`config.mk`:
```
export PLATFORM = sky130hd
export DESIGN_NAME = clock_controller
export DESIGN_NICKNAME = d
export VERILOG_FILES = /design/src/rtl/clock_controller.sv
export SDC_FILE = /design/constraint.sdc
export NUM_CORES = 1
export LEC_CHECK = 0
export BUFFER_PORTS_ARGS = -buffer_cell sky130_fd_sc_hd__buf_2
export CAP_MARGIN = 5
export CORE_ASPECT_RATIO = 0.75
export CORE_MARGIN = 3
export CORE_UTILIZATION = 55
export CTS_BUF_LIST = sky130_fd_sc_hd__clkbuf_4 sky130_fd_sc_hd__clkbuf_8
export DETAILED_ROUTE_END_ITERATION = 7
export GPL_TIMING_DRIVEN = 0
export PLACE_DENSITY = 0.76
export SKIP_CTS_REPAIR_TIMING = 1
export SLEW_MARGIN = 20
export SYNTH_ARGS = -nofsm -noshare
export SYNTH_HDL_FRONTEND = slang
export SYNTH_SLANG_ARGS = --single-unit
```
`constraint.sdc`:
```
create_clock -name clock_in -period 9.1 [get_ports clock_in]
set_input_delay 1.365 -clock clock_in [delete_from_list [all_inputs] [get_ports clock_in]]
set_output_delay 1.365 -clock clock_in [all_outputs]
set_load 0.005 [all_outputs]
```
`src/rtl/clock_controller.sv`:
```
// ---------------------------------------------------------------------------
// clock_controller
//
// Processor clock sequencer: programmable divider with run / halt /
// single-step control. Replaces a free-running divider between the board
// clock and the processor so debug/IO logic can stop the processor on a
// period boundary and advance it one period at a time.
//
// Parameters
//   DIV_WIDTH    width of the divisor and the period counter
//   DEFAULT_DIV  divisor loaded at reset
//   START_RUN    1: come out of reset running, 0: come out of reset halted
//
// Ports
//   clock_in     board clock, all logic on its rising edge
//   reset        asynchronous, active-low reset
//   div_load     one-cycle strobe, capture div_value as the pending divisor
//   div_value    new divisor (values below 2 are clamped to 2)
//   run_req      start / resume free running
//   halt_req     stop at the end of the current period
//   step_req     run exactly one period from IDLE
//   clock_out    divided clock to the processor (registered)
//   tick         high on the last clock_in cycle of each period
//   halted       high while the sequencer is IDLE
//   state        IDLE=0, RUN=1, STEP=2, DRAIN=3
//   div_active   divisor used by the period in progress
//
// Optional build macro CYCLE_COUNT_EN adds:
//   cycle_clr    synchronous clear of cycle_count (wins over increment)
//   cycle_count  32-bit count of completed periods (ticks), wraps to 0
// ---------------------------------------------------------------------------
module clock_controller #(
  parameter int unsigned          DIV_WIDTH   = 28,
  parameter logic [DIV_WIDTH-1:0] DEFAULT_DIV = 28'd60000,
  parameter bit                   START_RUN   = 1'b1
) (
  input  logic                 clock_in,
  input  logic                 reset,
  input  logic                 div_load,
  input  logic [DIV_WIDTH-1:0] div_value,
  input  logic                 run_req,
  input  logic                 halt_req,
  input  logic                 step_req,
  output logic                 clock_out,
  output logic                 tick,
  output logic                 halted,
  output logic [1:0]           state,
  output logic [DIV_WIDTH-1:0] div_active
`ifdef CYCLE_COUNT_EN
  ,
  input  logic                 cycle_clr,
  output logic [31:0]          cycle_count
`endif
);

  // state | meaning
  // IDLE  | halted: counter held at 0, clock_out held low
  // RUN   | free running, periods back to back
  // STEP  | single period started from IDLE, returns to IDLE on wrap
  // DRAIN | halt pending: finish the current period, then IDLE

  typedef enum logic [1:0] {
    ST_IDLE  = 2'd0,
    ST_RUN   = 2'd1,
    ST_STEP  = 2'd2,
    ST_DRAIN = 2'd3
  } state_t;

  localparam logic [DIV_WIDTH-1:0] DIV_ONE     = DIV_WIDTH'(1);
  localparam logic [DIV_WIDTH-1:0] DIV_TWO     = DIV_WIDTH'(2);
  localparam state_t               RESET_STATE = START_RUN ? ST_RUN : ST_IDLE;

  state_t               state_q;
  state_t               state_d;
  logic [DIV_WIDTH-1:0] counter_q;
  logic [DIV_WIDTH-1:0] counter_d;
  logic [DIV_WIDTH-1:0] div_pend_q;
  logic                 pend_flag_q;
  logic [DIV_WIDTH-1:0] div_next;
  logic [DIV_WIDTH-1:0] div_clamped;
  logic                 clock_out_d;
  logic                 wrap;
  logic                 apply;

  // Last cycle of a period; only meaningful while a period is in progress.
  assign wrap = (state_q != ST_IDLE) && (counter_q == (div_active - DIV_ONE));

  // A pending divisor only takes effect between periods, so a period in
  // progress never changes length.
  assign apply       = pend_flag_q && (wrap || (state_q == ST_IDLE));
  assign div_next    = apply ? div_pend_q : div_active;
  assign div_clamped = (div_value < DIV_TWO) ? DIV_TWO : div_value;

  // -------------------------------------------------------------------------
  // FSM: state register
  // -------------------------------------------------------------------------
  always_ff @(posedge clock_in or negedge reset) begin
    if (!reset) begin
      state_q <= RESET_STATE;
    end else begin
      state_q <= state_d;
    end
  end

  // -------------------------------------------------------------------------
  // FSM: next state
  // In STEP and DRAIN the wrap cycle ends the period and wins over a
  // simultaneous run_req; the period is complete at that point.
  // -------------------------------------------------------------------------
  always_comb begin
    state_d = state_q;
    case (state_q)
      ST_IDLE: begin
        if (run_req) begin
          state_d = ST_RUN;
        end else if (step_req) begin
          state_d = ST_STEP;
        end
      end
      ST_RUN: begin
        if (halt_req) begin
          state_d = wrap ? ST_IDLE : ST_DRAIN;
        end
      end
      ST_STEP, ST_DRAIN: begin
        if (wrap) begin
          state_d = ST_IDLE;
        end else if (run_req) begin
          state_d = ST_RUN;
        end
      end
      default: state_d = RESET_STATE;
    endcase
  end

  // -------------------------------------------------------------------------
  // FSM: outputs
  // -------------------------------------------------------------------------
  always_comb begin
    tick   = wrap;
    halted = (state_q == ST_IDLE);
  end

  assign state = state_q;

  // -------------------------------------------------------------------------
  // Period counter and divided clock
  // clock_out is computed from the next counter/state/divisor so that the
  // registered output lines up with the counter value of the same cycle.
  // -------------------------------------------------------------------------
  always_comb begin
    if ((state_q == ST_IDLE) || wrap) begin
      counter_d = '0;
    end else begin
      counter_d = counter_q + DIV_ONE;
    end
  end

  assign clock_out_d = (state_d != ST_IDLE) && (counter_d >= (div_next >> 1));

  always_ff @(posedge clock_in or negedge reset) begin
    if (!reset) begin
      counter_q <= '0;
      clock_out <= 1'b0;
    end else begin
      counter_q <= counter_d;
      clock_out <= clock_out_d;
    end
  end

  // -------------------------------------------------------------------------
  // Divisor update
  // A load coinciding with an apply lands in the pending register after the
  // old pending value has moved to div_active, and stays pending.
  // -------------------------------------------------------------------------
  always_ff @(posedge clock_in or negedge reset) begin
    if (!reset) begin
      div_active  <= DEFAULT_DIV;
      div_pend_q  <= DEFAULT_DIV;
      pend_flag_q <= 1'b0;
    end else begin
      if (apply) begin
        div_active <= div_pend_q;
      end
      if (div_load) begin
        div_pend_q  <= div_clamped;
        pend_flag_q <= 1'b1;
      end else if (apply) begin
        pend_flag_q <= 1'b0;
      end
    end
  end

`ifdef CYCLE_COUNT_EN
  // -------------------------------------------------------------------------
  // Completed-period counter
  // -------------------------------------------------------------------------
  logic [31:0] cycle_count_q;

  always_ff @(posedge clock_in or negedge reset) begin
    if (!reset) begin
      cycle_count_q <= '0;
    end else if (cycle_clr) begin
      cycle_count_q <= '0;
    end else if (tick) begin
      cycle_count_q <= cycle_count_q + 32'd1;
    end
  end

  assign cycle_count = cycle_count_q;
`endif

endmodule

```
# Yosys cells after proc, flatten, opt, wreduce, memory -nomap -nowiden
# Index checks and enable logic that the tools add are counted.
totals:
  reg_bits: 88
  latchBits: 0
  mem_bits_rw: 0
  rom_bits: 0
  input_bits: 34
  out_inout_bits: 33
  n_memories: 0
classes:
  n_addsub: 2
  multipliers: 0
  div_mod_pow: 0
  magnitude_cmp: 2
  n_eq_ne: 4
  shift: 0
  mux: 12
  bitwise: 0
  reduce_logical: 9
ops:
  columns: ["op", "n"]
  rows:
  - ["28-bit 2-to-1 mux", 3]
  - ["28-bit by 1-bit adder with 28-bit output (second input constant)", 1]
  - ["28-bit == test", 1]
  - ["28-bit by 27-bit greater-or-equal comparator with 1-bit output", 1]
  - ["28-bit by 2-bit less-than comparator with 1-bit output (second input constant)", 1]
  - ["28-bit by 1-bit subtractor with 28-bit output (second input constant)", 1]
  - ["2-bit 2-to-1 mux", 6]
  - ["2-bit case mux with 3 select lines", 1]
  - ["2-bit nonzero test", 3]
  - ["2-bit == test (second input constant)", 2]
  - ["1-bit logical AND", 3]
  - ["2-bit by 1-bit == test with 1-bit output (second input constant)", 1]
  - ["2-bit zero test", 1]
  - ["1-bit 2-to-1 mux", 2]
  - ["2-bit OR reduction", 1]
  - ["1-bit logical OR", 1]

# Depth between registers and ports, before layout
# Gate-level depths: netlist (run 1).
logic_depth:
  word_depth: 8
  mapped_depth: 22

# Worst setup path before layout (run 1)
# OpenSTA, ideal clock, no wires.
synth_path:
  path_kind: "register to register"
  from: "reg div_active[4]"
  to: "reg clock_out"
  setup_time_ps: 134
  arrival_ps: 4946
  required_ps: 8966
  slack_ps: 4019
  path_stages_with_launch: 21
  cell_sequence: "dfrtp_1 > buf_6 > or4_1 > clkbuf_1 > or4_1 > buf_2 > or4_1 > a211oi_2 > o31a_1 > and4b_1 > a21oi_1 > clkbuf_1 > o211a_1 > ha_1 > a21o_1 > a21o_1 > a221oi_1 > o21ai_0 > a211o_1 > a211oi_1 > a211oi_1"
synth_between:
  elab_chain_cells: 8
synth_lines:
  columns: ["element", "line_no", "rtl"]
  rows:
  - ["start: declaration", "48", "output logic [DIV_WIDTH-1:0] div_active"]
  - ["start signal: assignment", "183", "div_active <= div_pend_q;"]
  - ["28-bit by 1-bit subtractor with 28-bit output", "86", "assign wrap = (state_q != ST_IDLE) && (counter_q == (div_active - DIV_ONE));"]
  - ["28-bit == test", "86", null]
  - ["1-bit logical AND", "86", null]
  - ["1-bit logical OR / 2-bit 2-to-1 mux (equally long branches)", "90, 152, 122", null]
  - ["1-bit logical AND / 2-bit 2-to-1 mux (equally long branches)", "90, 121", null]
  - ["28-bit 2-to-1 mux / 2-bit case mux with 3 select lines (equally long branches)", null, null]
  - ["28-bit by 27-bit greater-or-equal comparator with 1-bit output / 2-bit nonzero test (equally long branches)", "159", "assign clock_out_d = (state_d != ST_IDLE) && (counter_d >= (div_next >> 1));"]
  - ["1-bit logical AND (*)", "159", null]
  - ["named net clock_out_d", "81", "logic clock_out_d;"]
  - ["end signal: assignment", "167", "clock_out <= clock_out_d;"]
  - ["end: declaration", "44", "output logic clock_out,"]
# Mark *: on every way through the listed nets, which the timed path passes. The rest lies on a longest branch.
# A chain may end at the register's enable or synchronous reset.

# Worst setup path after layout (run 1)
layout_path:
  from: "reg div_active[3]"
  to: "reg clock_out"
layout_between:
  elab_chain_cells: 8
layout_lines:
  columns: ["element", "line_no", "rtl"]
  rows:
  - ["28-bit by 1-bit subtractor with 28-bit output", "86", null]
  - ["28-bit == test", "86", null]
  - ["1-bit logical AND", "86", null]
  - ["1-bit logical OR", "90", "assign apply = pend_flag_q && (wrap || (state_q == ST_IDLE));"]
  - ["1-bit logical AND", "90", null]
  - ["28-bit 2-to-1 mux", null, null]
  - ["named net div_next[1]", "79", "logic [DIV_WIDTH-1:0] div_next;"]
  - ["28-bit by 27-bit greater-or-equal comparator with 1-bit output", "159", null]
  - ["1-bit logical AND", "159", null]
  - ["named net clock_out_d", "81", null]
# The timed path passes the listed nets, and every way through them passes these cells.

==> impl_metrics.env, run 1 <==
export IMPL_synthCells=644
export IMPL_wire_length_of_the_first_global_routing_pass_um=27800
export IMPL_final_period_utilization_pct=68.0
export IMPL_grt_pass1_vias=5389
export IMPL_drcViolationCount=0
export IMPL_average_detailed_routed_wire_length_per_instance_um=20.1
export IMPL_totalNegativeSetupSlack_ps=0
export IMPL_postSynthRegisterBits=88
export IMPL_grt_most_used_layer="met2"
export IMPL_synthFlopType="dfrtp_1"
export IMPL_final_nets=784
export IMPL_vias=5558
export IMPL_yosys_cell_types_count=60
export IMPL_cts_sinks=88
export IMPL_cts_reportedPaths_clkPinSlew_ps=90
export IMPL_cp_top_family="compound AO/OA/AOI/OAI gates"
export IMPL_use_met1_pct=40.9
export IMPL_max_cap_violations=0
export IMPL_slowest_cp_cell="a2111oi_0"
export IMPL_crit_type="reg2reg"
export IMPL_total_leakage_power_nw=3.02
export IMPL_report_final_slew_viol_count=0
export IMPL_die_width_um=128
export IMPL_worst_endpoint_required_ps=9340
export IMPL_hold_violations=0
export IMPL_die_height_um=97.3
export IMPL_vdd_drop_max_mv=0.126
export IMPL_route_antenna_remaining_nets=0
export IMPL_core_region_area_um2=10600
export IMPL_critical_path_endpoint_category="register"
export IMPL_grt_util_all_layers_pct=28.3
export IMPL_fmax_mhz=162
export IMPL_syn2layout_area_growth_pct=11.5
export IMPL_ys_async_sr_fraction_pct=100
export IMPL_gp_congestion=0.920
export IMPL_setup_violations=0
export IMPL_portBuffers=65
export IMPL_boundaryPins=67
export IMPL_clock_path_buffers=2
export IMPL_clockRootBuffer="clkbuf_8"
export IMPL_power_per_cell_area_nw_per_um2=207
export IMPL_finished_core_util_pct=64.4
export IMPL_global_route_overflow_total=0
export IMPL_antenna_fix_cells=0
export IMPL_first_iter_violations=525
export IMPL_dpl_hpwl_um=13600
export IMPL_dr_pass1_iters=7
export IMPL_max_stage_delay_ps=630
export IMPL_run_status="complete, no violations"
export IMPL_final_min_clock_period_ps=6190
export IMPL_worstMarginPinSlew_ps=870
export IMPL_synthesis_area_per_instance_um2=9.48
export IMPL_num_rows=32
export IMPL_worstPathCellList="clkbuf_1, or4_1, clkbuf_1, or4_1, o311ai_1, o21ai_0, a2111oi_0, a21oi_1, buf_6, buf_6, o211ai_1, ha_1, nand2b_1, a21oi_1, o21ai_0, a221oi_1, o21ai_0, a211o_1, a211oi_1, a211oi_1"
export IMPL_cp_arrival_ps=6420
export IMPL_slew_headroom_pct=41.5
export IMPL_fraction_of_met2_tracks_used_by_global_routing_pct=42.6
export IMPL_netlist_area_um2=6110
export IMPL_setup_repair_after_global_routing_missed_its_margin="false"
export IMPL_postRouteWirelength_um=17300
export IMPL_cp_max_fo=10
export IMPL_final_layout_size_suffix_gt1_share_pct=20.9
export IMPL_grt_start_max_net_pins=46
export IMPL_cts_htree_levels=3
export IMPL_synth_warnings=0
export IMPL_groute_layer_met3_usage_pct=6.59
export IMPL_grt_antenna_before_repair=0
export IMPL_postSynthNetCount=707
export IMPL_detail_route_vias_per_cell=6.45
export IMPL_finClkSkew_ps=8.81
export IMPL_fill_cells=905
export IMPL_critPathLaunchType="register"
export IMPL_critPathMostFrequentCell="o21ai_0"
export IMPL_worstHoldPathType="reg2reg"
export IMPL_critical_path_buf_inv_count=4
export IMPL_cts_tree="built"
export IMPL_numCtsBuffers=9
export IMPL_clkLatencyLatePin_ps=360
export IMPL_start_util_pct=57.8
export IMPL_register_area_share_after_synthesis_pct=36.4
export IMPL_design_die_area_um2=12400
export IMPL_synth_edf_count=0
## cells by family (layout without fill, tap and decap cells)
kind of cell	after synthesis	in the layout	share of synthesized area, %
compound gates	145	145	19.2
xor+xnor	59	59	8.46
fa+ha+maj	29	29	5.94
buf+inv	57	139	4.47
flops	88	88	36.4
mux	27	27	4.96
simple gates	239	239	20.7
## path summary, 6_finish.rpt
kind	start	endpoint	slack (ps)	cells past startpoint
max in group asynchronous	reset	div_pend_q[15]	7390	2
min reg2reg	div_pend_q[21]	div_pend_q[21]	520	1
max	div_active[3]	clock_out	2910	20
min	div_pend_q[21]	div_pend_q[21]	520	1
max reg2reg	div_active[3]	clock_out	2910	20
min in group asynchronous	reset	counter_q[5]	1010	1
## through the flow
step / cell area, um2 / total power (W) / cells / hold slack, ps / setup WS, ps
after floorplan: 6110 / 0.000950 / 644 / 481 / 4020
after global placement: 6600 / 0.00111 / 845 / 493 / 3100
after detailed placement: 6630 / 0.00114 / 846 / 497 / 3050
after CTS: 6810 / 0.00139 / 862 / 518 / 3010
after global routing: 6810 / 0.00150 / 862 / 535 / 2600
final: 6810 / 0.00141 / 862 / 516 / 2910
## Yosys cell counts (all sizes together), types with 3 or more instances
cell	count	share of area, %
dfrtp	73	30
o211ai	56	7.7
nor2	52	3.2
nand2	46	2.8
nand2b	35	3.6
xor2	31	4.4
clkbuf	30	1.8
ha	29	5.9
xnor2	28	4.0
mux2	26	4.8
o211a	26	4.3
nor4	19	1.9
nor3	18	1.5
nand3	16	1.3
dfstp	15	6.5
nand4	15	1.5
inv	14	0.86
o21ai	14	1.2
buf	13	1.8
a21oi	12	0.98
a21o	9	1.1
or4	7	0.86
a211oi	5	0.70
and4	5	0.72
and2	4	0.41
nand4b	4	0.57
or2	3	0.31
## layer usage
layer	routed length [um]	up-vias
met3	1660	39
li1	-	2542
met5	0	-
met2	7560	267
met4	359	0
met1	7730	2710
## final cells by class
class | instances | area (um2) | area share [%]
multi-input combinational | 499 | 3610 | 53.1
tap | 136 | 170 | 2.50
clock buffer | 10 | 131 | 1.93
sequential | 88 | 2220 | 32.6
buffer | 43 | 220 | 3.23
inverter | 14 | 52.6 | 0.772
timing repair buffer | 66 | 348 | 5.11
clock inverter | 6 | 51.3 | 0.754
## report_power, final
part	total (W)	leakage, nW	switching, W	internal (W)
Combinational	0.000616	1.83	0.000352	0.000264
Sequential	0.000535	1.09	0.0000819	0.000453
Clock	0.000256	0.0909	0.000150	0.000106
## worst reg2reg max path, delay by kind of cell, from the launching register on
kind	cells	cell delay, ps
fa+ha+maj	1	290
compound gates	12	3330
simple gates	3	1220
buf+inv	4	850
flops	1	390
## registers in the layout, summed over array words and instances (netlist names)
register / flops
counter_q: 28
clock_out: 1
div_pend_q: 28
div_active: 28
pend_flag_q: 1
state: 2
## cells in the final DEF (no fill, tap or decap), drive strengths merged, types with 3 or more instances in the layout
| cell | instances |
|---|---|
| or2 | 3 |
| clkbuf | 40 |
| inv | 16 |
| o21ai | 14 |
| dfstp | 15 |
| nand4 | 15 |
| o211ai | 56 |
| nor4 | 19 |
| and4 | 5 |
| xnor2 | 28 |
| nand2b | 35 |
| a21o | 9 |
| nand3 | 16 |
| clkinv | 3 |
| xor2 | 31 |
| ha | 29 |
| a211oi | 5 |
| nand4b | 4 |
| nor2 | 52 |
| mux2 | 26 |
| a21oi | 12 |
| dfrtp | 73 |
| and2 | 4 |
| o211a | 26 |
| nand2 | 46 |
| nor3 | 18 |
| buf | 79 |
| or4 | 7 |
Note: power is estimated with default switching activity, not from simulation.
==> inputs of run 2 (changes only) <==
ABC_AREA = 1   (was not set)
PLACE_DENSITY = 0.79   (was 0.76)
clock period = 5.4 ns   (was 9.1 ns; I/O delays follow)
==> run 2 against run 1 <==
Maximum frequency increased by 37%; wire length is 12% lower; clock-buffer cell count is the same; largest power group is now registers; critical endpoint unchanged; final area hardly changed; total power increased by 41%; utilization grew 0.21 points; global-route usage shrank 2.9 points; synthesized area down 0.47%.
==> impl_metrics.env, run 2 <==
export IMPL_critPathLaunchType="register"
export IMPL_max_cap_violations=0
export IMPL_postRouteWirelength_um=15200
export IMPL_slowest_cp_cell="dfrtp_1"
export IMPL_synth_warnings=0
export IMPL_synth_top_cells_by_area="dfrtp_1 30%, nand2_1 16%, nor2_1 6.6%, dfstp_2 6.5%, inv_1 6.3%"
export IMPL_start_util_pct=57.7
export IMPL_num_rows=32
export IMPL_synth_edf_count=0
export IMPL_cp_arrival_ps=4760
export IMPL_die_height_um=97.0
export IMPL_ys_async_sr_fraction_pct=100
export IMPL_total_leakage_power_nw=3.68
export IMPL_yosys_area_top_type="dfrtp_1"
export IMPL_synthCells=863
export IMPL_biggestRegsByFlops="counter_q: 28 flops, div_active: 28 flops, div_pend_q: 28 flops"
export IMPL_average_detailed_routed_wire_length_per_instance_um=14.1
export IMPL_layout_common_cells="267 x nand2_1, 107 x nor2_1, 102 x inv_1, 73 x dfrtp_1, 69 x buf_2"
export IMPL_setup_repair_after_global_routing_missed_its_margin="false"
export IMPL_postSynthRegisterBits=88
export IMPL_setup_violations=0
export IMPL_dr_pass1_iters=5
export IMPL_vias=5548
export IMPL_design_die_area_um2=12400
export IMPL_clkLatencyLatePin_ps=360
export IMPL_worst_endpoint_required_ps=5650
export IMPL_register_area_share_after_synthesis_pct=36.5
export IMPL_grt_util_all_layers_pct=25.3
export IMPL_report_final_slew_viol_count=0
export IMPL_antenna_fix_cells=0
export IMPL_max_stage_delay_ps=440
export IMPL_met2_length_um=6160
export IMPL_worstMarginPinSlew_ps=712
export IMPL_met3_length_um=1180
export IMPL_hold_violations=0
export IMPL_final_period_utilization_pct=83.5
export IMPL_critPathMostFrequentCell="nand2_1"
export IMPL_cts_htree_levels=3
export IMPL_power_per_cell_area_nw_per_um2=291
export IMPL_synthesis_area_per_instance_um2=7.04
export IMPL_dr_max_layer_used="met4"
export IMPL_core_region_area_um2=10500
export IMPL_netlist_area_um2=6080
export IMPL_die_width_um=127
export IMPL_finished_core_util_pct=64.6
export IMPL_cts_reportedPaths_clkPinSlew_ps=90
export IMPL_global_route_overflow_total=0
export IMPL_route_antenna_remaining_nets=0
export IMPL_grt_start_max_net_pins=59
export IMPL_final_layout_size_suffix_gt1_share_pct=18.3
export IMPL_layout_cells_most_common="nand2_1"
export IMPL_detail_route_vias_per_cell=5.13
export IMPL_gp_congestion=0.949
export IMPL_grt_pass1_vias=4966
export IMPL_wirelength_met1_um=7760
export IMPL_fmax_mhz=222
export IMPL_totalNegativeSetupSlack_ps=0
export IMPL_yosysMostFrequentCell="nand2_1"
export IMPL_postSynthNetCount=926
export IMPL_syn2layout_area_growth_pct=11.9
export IMPL_clock_path_buffers=2
export IMPL_critical_path_endpoint_category="register"
export IMPL_synthFlopType="dfrtp_1"
export IMPL_cp_max_fo=10
export IMPL_yosys_cell_types_count=31
export IMPL_finClkSkew_ps=7.76
export IMPL_wire_length_of_the_first_global_routing_pass_um=24900
export IMPL_slew_headroom_pct=52.5
export IMPL_portBuffers=65
export IMPL_boundaryPins=67
export IMPL_final_nets=1003
export IMPL_drcViolationCount=0
export IMPL_run_status="complete, no violations"
export IMPL_cts_tree="built"
export IMPL_ranking_of_synthesized_cells_by_instance_count="267 x nand2_1, 107 x nor2_1, 102 x inv_1"
export IMPL_final_min_clock_period_ps=4510
export IMPL_worstHoldPathType="reg2reg"
export IMPL_dpl_hpwl_um=12500
export IMPL_vdd_drop_max_mv=0.181
export IMPL_numCtsBuffers=9
export IMPL_crit_type="reg2reg"
export IMPL_first_iter_violations=360
export IMPL_grt_antenna_before_repair=0
export IMPL_clockRootBuffer="clkbuf_8"
export IMPL_yosys_area_top_type_share_pct=30.1
export IMPL_cts_sinks=88
## run 2: cell count changes after synthesis, moves of 22 or more
cell,change
clkbuf_1,-22
o211a_1,-26
inv_2,+30
inv_1,+88
nor2_1,+55
nand2_1,+221
nand3_1,+25
o211ai_1,-46
nand2b_1,-35
mux2_2,-26
## run 2: stage by stage
step	hold slack, ps	cells	instance area [um2]	total power (W)	worst slack, ps
final	469	1081	6800	0.00198	891
after floorplan	442	863	6080	0.00130	1860
after detailed placement	458	1065	6600	0.00151	989
after CTS	473	1081	6800	0.00199	966
after global placement	455	1064	6570	0.00149	1020
after global routing	497	1081	6800	0.00213	596
## run 2: final timing paths
check	startpoint	to	slack, ps	cells after the start
max	div_active[0]	clock_out	890	32
min	div_pend_q[14]	div_pend_q[14]	470	2
max reg2reg	div_active[0]	clock_out	890	32
min reg2reg	div_pend_q[14]	div_pend_q[14]	470	2
max in group asynchronous	reset	state[0]	4210	2
min in group asynchronous	reset	div_pend_q[0]	500	1
## run 2: final cells by class
type | count | area (um2)
Buffer | 20 | 134
Sequential cell | 88 | 2220
Multi-Input combinational cell | 623 | 3230
Clock buffer | 10 | 131
Timing Repair Buffer | 66 | 348
Inverter | 132 | 495
Clock inverter | 6 | 76.3
Fill cell | 965 | 3730
Tap cell | 136 | 170
## run 2: power breakdown
group | switching [W] | internal [W]
combinational | 0.000402 | 0.000246
clock | 0.000246 | 0.000226
sequential | 0.000114 | 0.000748
total | 0.000761 | 0.00122
## run 2: kinds of logic (layout without fill, tap and decap cells)
family	count (synthesis)	in the layout	share of synthesized area, %
XOR/XNOR	38	38	5.48
adder cells (fa/ha/maj)	29	29	5.97
AND/OR/NAND/NOR	489	489	34.6
flip-flops	88	88	36.5
buffers and inverters	152	234	10.4
AO/OA/AOI/OAI	67	67	7.02
## run 2: critical path: cells and delay by family (launching register included)
family                   cells  cell delay [ps]
AO/OA/AOI/OAI                3              430
flip-flops                   1              440
adder cells (fa/ha/maj)      2              580
buffers and inverters        4              900
AND/OR/NAND/NOR             23             2070
## run 2: layer usage
layer | track usage, % | up-vias
met5 | 0 | -
met4 | 4.62 | 0
met3 | 5.85 | 14
met2 | 35.6 | 167
met1 | 39.9 | 2493
li1 | - | 2874
